File: config.mk
export PLATFORM = sky130hd
export DESIGN_NAME = uart_tx_fifo
export DESIGN_NICKNAME = d
export VERILOG_FILES = /design/src/rtl/uart_tx_fifo.sv
export SDC_FILE = /design/constraint.sdc
export NUM_CORES = 1
export LEC_CHECK = 0
export CAP_MARGIN = 20
export CORE_ASPECT_RATIO = 0.75
export CORE_MARGIN = 5
export CORE_UTILIZATION = 55
export CTS_BUF_LIST = sky130_fd_sc_hd__clkbuf_4 sky130_fd_sc_hd__clkbuf_8 sky130_fd_sc_hd__clkbuf_16
export DETAILED_ROUTE_END_ITERATION = 10
export PLACE_DENSITY = 0.74
export RECOVER_POWER = 100
export REMOVE_ABC_BUFFERS = 1
export SETUP_SLACK_MARGIN = 0.2
export SKIP_LAST_GASP = 1
export SLEW_MARGIN = 25
export SYNTH_ARGS = -nofsm -noshare
export SYNTH_HDL_FRONTEND = slang
export SYNTH_SLANG_ARGS = --single-unit
File: constraint.sdc
create_clock -name i_clk -period 3.1 [get_ports i_clk]
set_input_delay 0.62 -clock i_clk [delete_from_list [all_inputs] [get_ports i_clk]]
set_output_delay 0.62 -clock i_clk [all_outputs]
set_load 0.005 [all_outputs]
File: src/rtl/uart_tx_fifo.sv
// Byte FIFO between the UART receiver and transmitter: queues received bytes and
// launches each into the transmitter with a one-cycle pulse, one byte per frame.
module uart_tx_fifo #(
  parameter int unsigned DEPTH  = 16,
  parameter int unsigned ADDR_W = 4
) (
  input  logic              i_clk,
  input  logic              i_rst_n,
  input  logic [7:0]        i_wr_byte,
  input  logic              i_wr_stb,
  input  logic              i_tx_active,
  input  logic              i_tx_done,
  output logic [7:0]        o_tx_byte,
  output logic              o_tx_dv,
  output logic [ADDR_W:0]   o_count,
  output logic              o_empty,
  output logic              o_full,
  output logic              o_overflow,
  input  logic              i_clr_overflow
);

  typedef enum logic [1:0] {IDLE, START, BUSY} state_e;

  localparam logic [ADDR_W:0] FULL_CNT = DEPTH[ADDR_W:0];

  state_e              state_q, state_d;
  logic [7:0]          mem_q [DEPTH];
  logic [ADDR_W-1:0]   wr_ptr_q, wr_ptr_d;
  logic [ADDR_W-1:0]   rd_ptr_q, rd_ptr_d;
  logic [ADDR_W:0]     count_q, count_d;
  logic                empty_q, empty_d;
  logic                full_q, full_d;
  logic                overflow_q, overflow_d;
  logic                tx_dv_q, tx_dv_d;
  logic [7:0]          tx_byte_q, tx_byte_d;
  logic                pop, wr_en, drop;

  always_comb begin
    state_d    = state_q;
    wr_ptr_d   = wr_ptr_q;
    rd_ptr_d   = rd_ptr_q;
    count_d    = count_q;
    overflow_d = overflow_q;
    tx_byte_d  = tx_byte_q;

    pop   = (state_q == IDLE) && (count_q != '0) && !i_tx_active;
    // A write into a full FIFO lands in the slot the same-edge pop frees.
    wr_en = i_wr_stb && (!full_q || pop);
    drop  = i_wr_stb && full_q && !pop;

    if (wr_en) wr_ptr_d = wr_ptr_q + 1'b1;
    if (pop) begin
      rd_ptr_d  = rd_ptr_q + 1'b1;
      tx_byte_d = mem_q[rd_ptr_q];
    end

    case ({wr_en, pop})
      2'b10:   count_d = count_q + 1'b1;
      2'b01:   count_d = count_q - 1'b1;
      default: count_d = count_q;
    endcase

    empty_d = (count_d == '0);
    full_d  = (count_d == FULL_CNT);
    tx_dv_d = pop;

    if (drop)                overflow_d = 1'b1;
    else if (i_clr_overflow) overflow_d = 1'b0;

    case (state_q)
      IDLE:    if (pop) state_d = START;
      START: begin
        if (i_tx_done)        state_d = IDLE;
        else if (i_tx_active) state_d = BUSY;
      end
      BUSY:    if (i_tx_done) state_d = IDLE;
      default: state_d = IDLE;
    endcase
  end

  always_ff @(posedge i_clk or negedge i_rst_n) begin
    if (!i_rst_n) begin
      state_q    <= IDLE;
      wr_ptr_q   <= '0;
      rd_ptr_q   <= '0;
      count_q    <= '0;
      empty_q    <= 1'b1;
      full_q     <= 1'b0;
      overflow_q <= 1'b0;
      tx_dv_q    <= 1'b0;
      tx_byte_q  <= '0;
    end else begin
      state_q    <= state_d;
      wr_ptr_q   <= wr_ptr_d;
      rd_ptr_q   <= rd_ptr_d;
      count_q    <= count_d;
      empty_q    <= empty_d;
      full_q     <= full_d;
      overflow_q <= overflow_d;
      tx_dv_q    <= tx_dv_d;
      tx_byte_q  <= tx_byte_d;
    end
  end

  always_ff @(posedge i_clk) begin
    if (wr_en) mem_q[wr_ptr_q] <= i_wr_byte;
  end

  assign o_tx_byte  = tx_byte_q;
  assign o_tx_dv    = tx_dv_q;
  assign o_count    = count_q;
  assign o_empty    = empty_q;
  assign o_full     = full_q;
  assign o_overflow = overflow_q;

endmodule

==> qor.yml <==
cap_violations: 0
finalMaxSlewViolations: 0
layoutNonFillerInstCount: 560
leakage_uw: 0.00262
cp.required_ps: 3430
worstHoldStart: "o_tx_byte[7]"
firstDrtPassIters: 5
hpwl_microns: 8020
p_int_uw: 4830
seq_area_frac_synth: 0.712
synth-seq-cells: 155
r2r-end: "o_full"
nNetsFinal: 425
ys_types: 47
core_sq_um: 11400
drt_iter0_drc: 273
num_vias: 3287
cts_buffers: 17
hold_violations: 0
avgSynthCellArea_sq_um: 18.6
p_sw_frac: 0.307
final.setup.tns_ps: 0
worstPathCellList: "dlygate4sd3_1 > nor3_2 > o31ai_4 > a21boi_4 > inv_4 > ha_4 > xor2_2 > ha_2 > and3b_1 > o21ai_1 > a31oi_1 > xor2_1 > nor3b_2"
rrSetupSlack_ps: 220
grt_pass1_vias: 3327
drc: 0
p_per_area_nw_per_um2: 923
final_common_cell: "edfxtp_1"
rows: 34
antenna_found_initial: 0
whs_path_depth: 2
critPathSlowestCell: "dlygate4sd3_1"
end_kind: "flop"
clockBufferDepth: 2
syn-instance-count: 341
antenna_left: 0
grt_pass1_wl_microns: 19200
start_util: 0.555
period_needed_ps: 2930
seqPwrFrac: 0.409
rr_worst_depth: 12
clockPowerShare: 0.293
grt_overflow: 0
drt-total-wl_microns: 12400
timing.rr.start: "o_count[1]"
cts_tree: "done"
place_area_sq_um: 6930
syn-cell-area_sq_um: 6350
critPathKind: "in2reg"
p_total_uw: 6960
io_pins: 31
worst_skew_pair.late_latency_ps: 410
finalSetupViolations: 0
skew_ps: 11.2
layout-drive-gt1-share: 0.264
timing.hold.ws_ps: 470
min_period_over_period: 0.946
clk_pin_slew_ps: 60
slew_headroom: 0.444
slowest_delay_ps: 580
htree_levels: 4
cts_sinks: 155
fillCellCount: 758
status: "complete, no violations"
syn_to_final_growth_pct: 18.8
die_area_sq_um: 13800
pwr-share-comb: 0.298
place_inst: 526
n_antenna_cell: 0
worstMarginPinSlew_ps: 835
grt.total_usage: 0.195
power.switching_uw: 2140
routed_via_density: 5.87
path_max_fanout: 3
cts-root-buf: "clkbuf_16"
final_cell_mix: "edfxtp_1 (128), mux4_2 (32), dfrtp_1 (25)"
numPortBuffers: 30
grt_max_degree: 31
gp_congestion: 0.846
die_w_microns: 134
cp.arrival_ps: 3270
synth_warnings: 0
rsz0062_at_grt: "yes"
final_area_sq_um: 7540
fp.dieH_microns: 103
fmax_mhz: 341
startpoint_type: "input pin"
wire_per_inst_microns: 22.2
hp-class: "reg2reg"
min_to: "o_tx_byte[7]"
ir_drop_mv: 0.504
## power by group through the flow
stage               clock (uW)  combinational [uW]  sequential (uW)
CTS                       2080                2080             2860
detailed placement           0                2060             2900
global placement             0                2030             2880
global route              2190                2260             2890
finish                    2040                2070             2850
floorplan                    0                1110             2970
## cell families after synthesis
family                   Yosys count  share of synthesized area
XOR/XNOR                          12                     0.0166
AND/OR/NAND/NOR                   64                     0.0615
buffers and inverters             26                     0.0264
flip-flops                       155                      0.712
multiplexers                      39                      0.125
AO/OA/AOI/OAI                     37                     0.0426
adder cells (fa/ha/maj)            8                     0.0158
## area by class of cell
| type | instances | area, sq um | area share |
|---|---|---|---|
| multi-input combinational | 160 | 1710 | 0.226 |
| inverter | 7 | 31.3 | 0.00415 |
| tap | 144 | 180 | 0.0239 |
| timing repair buffer | 62 | 515 | 0.0683 |
| sequential | 155 | 4520 | 0.600 |
| clock buffer | 17 | 425 | 0.0564 |
| clock inverter | 15 | 163 | 0.0216 |
## metal layers
metal,wire length [microns],global-route usage
met2,5610,0.286
met4,129,0.0540
met5,0,0
met1,5850,0.293
met3,842,0.0537
## metrics by stage
step	setup WS, ps	utilization
CTS	228	0.657
floorplan	-198	-
detailed placement	-184	0.606
global placement	-58.5	0.606
finish	167	0.659
global route	8.69	0.659
## worst max-delay path, delay by kind of cell
kind | cells | cell delay, ps
adder cells (fa/ha/maj) | 2 | 400
AND/OR/NAND/NOR | 3 | 620
buffers and inverters | 2 | 630
AO/OA/AOI/OAI | 4 | 580
XOR/XNOR | 2 | 430
## sequential cells by signal (all words and copies together) (netlist names)
name and count:
mem_q 128, o_count 5, o_empty 1, o_full 1
o_overflow 1, o_tx_byte 8, o_tx_dv 1, rd_ptr_q 4
state_q 2, wr_ptr_q 4
## cell usage after synthesis, drive strengths merged
cell / instances / area, sq um
edfxtp: 128 / 3840
mux4: 32 / 721
dfrtp: 26 / 651
nand2: 17 / 63.8
buf: 16 / 125
o21ai: 15 / 75.1
and2: 13 / 81.3
xnor2: 9 / 78.8
ha: 8 / 100
inv: 7 / 31.3
nor2: 7 / 26.3
a221oi: 6 / 52.6
a22o: 5 / 43.8
a21oi: 4 / 20.0
and4: 4 / 35.0
mux2: 4 / 45.0
nor2b: 4 / 25.0
nor3: 4 / 30.0
nor3b: 4 / 40.0
clkbuf: 3 / 11.3
mux2i: 3 / 30.0
xor2: 3 / 26.3
nand2b: 2 / 12.5
nand4: 2 / 18.8
o31ai: 2 / 28.8
a2111oi: 1 / 8.76
a21boi: 1 / 18.8
a22oi: 1 / 7.51
a31oi: 1 / 6.26
and3b: 1 / 8.76
and4b: 1 / 10.0
dfstp: 1 / 26.3
nand3: 1 / 5.00
nand3b: 1 / 7.51
nor4: 1 / 6.26
nor4b: 1 / 8.76
o32ai: 1 / 8.76
or3: 1 / 11.3
## repair_timing
| item | CTS | global route |
|---|---|---|
| buffers inserted | 0 | 2 |
| resized for setup | 0 | 12 |
| hold buffers | 0 | 0 |
| endpoints found under the setup margin | 0 | 1 |
## how the worst max path moves through the flow
stage	from	endpoint	slack [ps]	cells after the start
final	i_tx_active	o_full	170	13
after global routing	i_tx_active	o_full	9	13
after CTS	i_tx_active	o_full	230	13
after detailed placement	i_tx_active	o_full	-180	13
after global placement	i_tx_active	o_full	-60	13
after floorplan	o_count[2]	o_full	-200	12
Note: power is estimated with default switching activity, not from simulation.
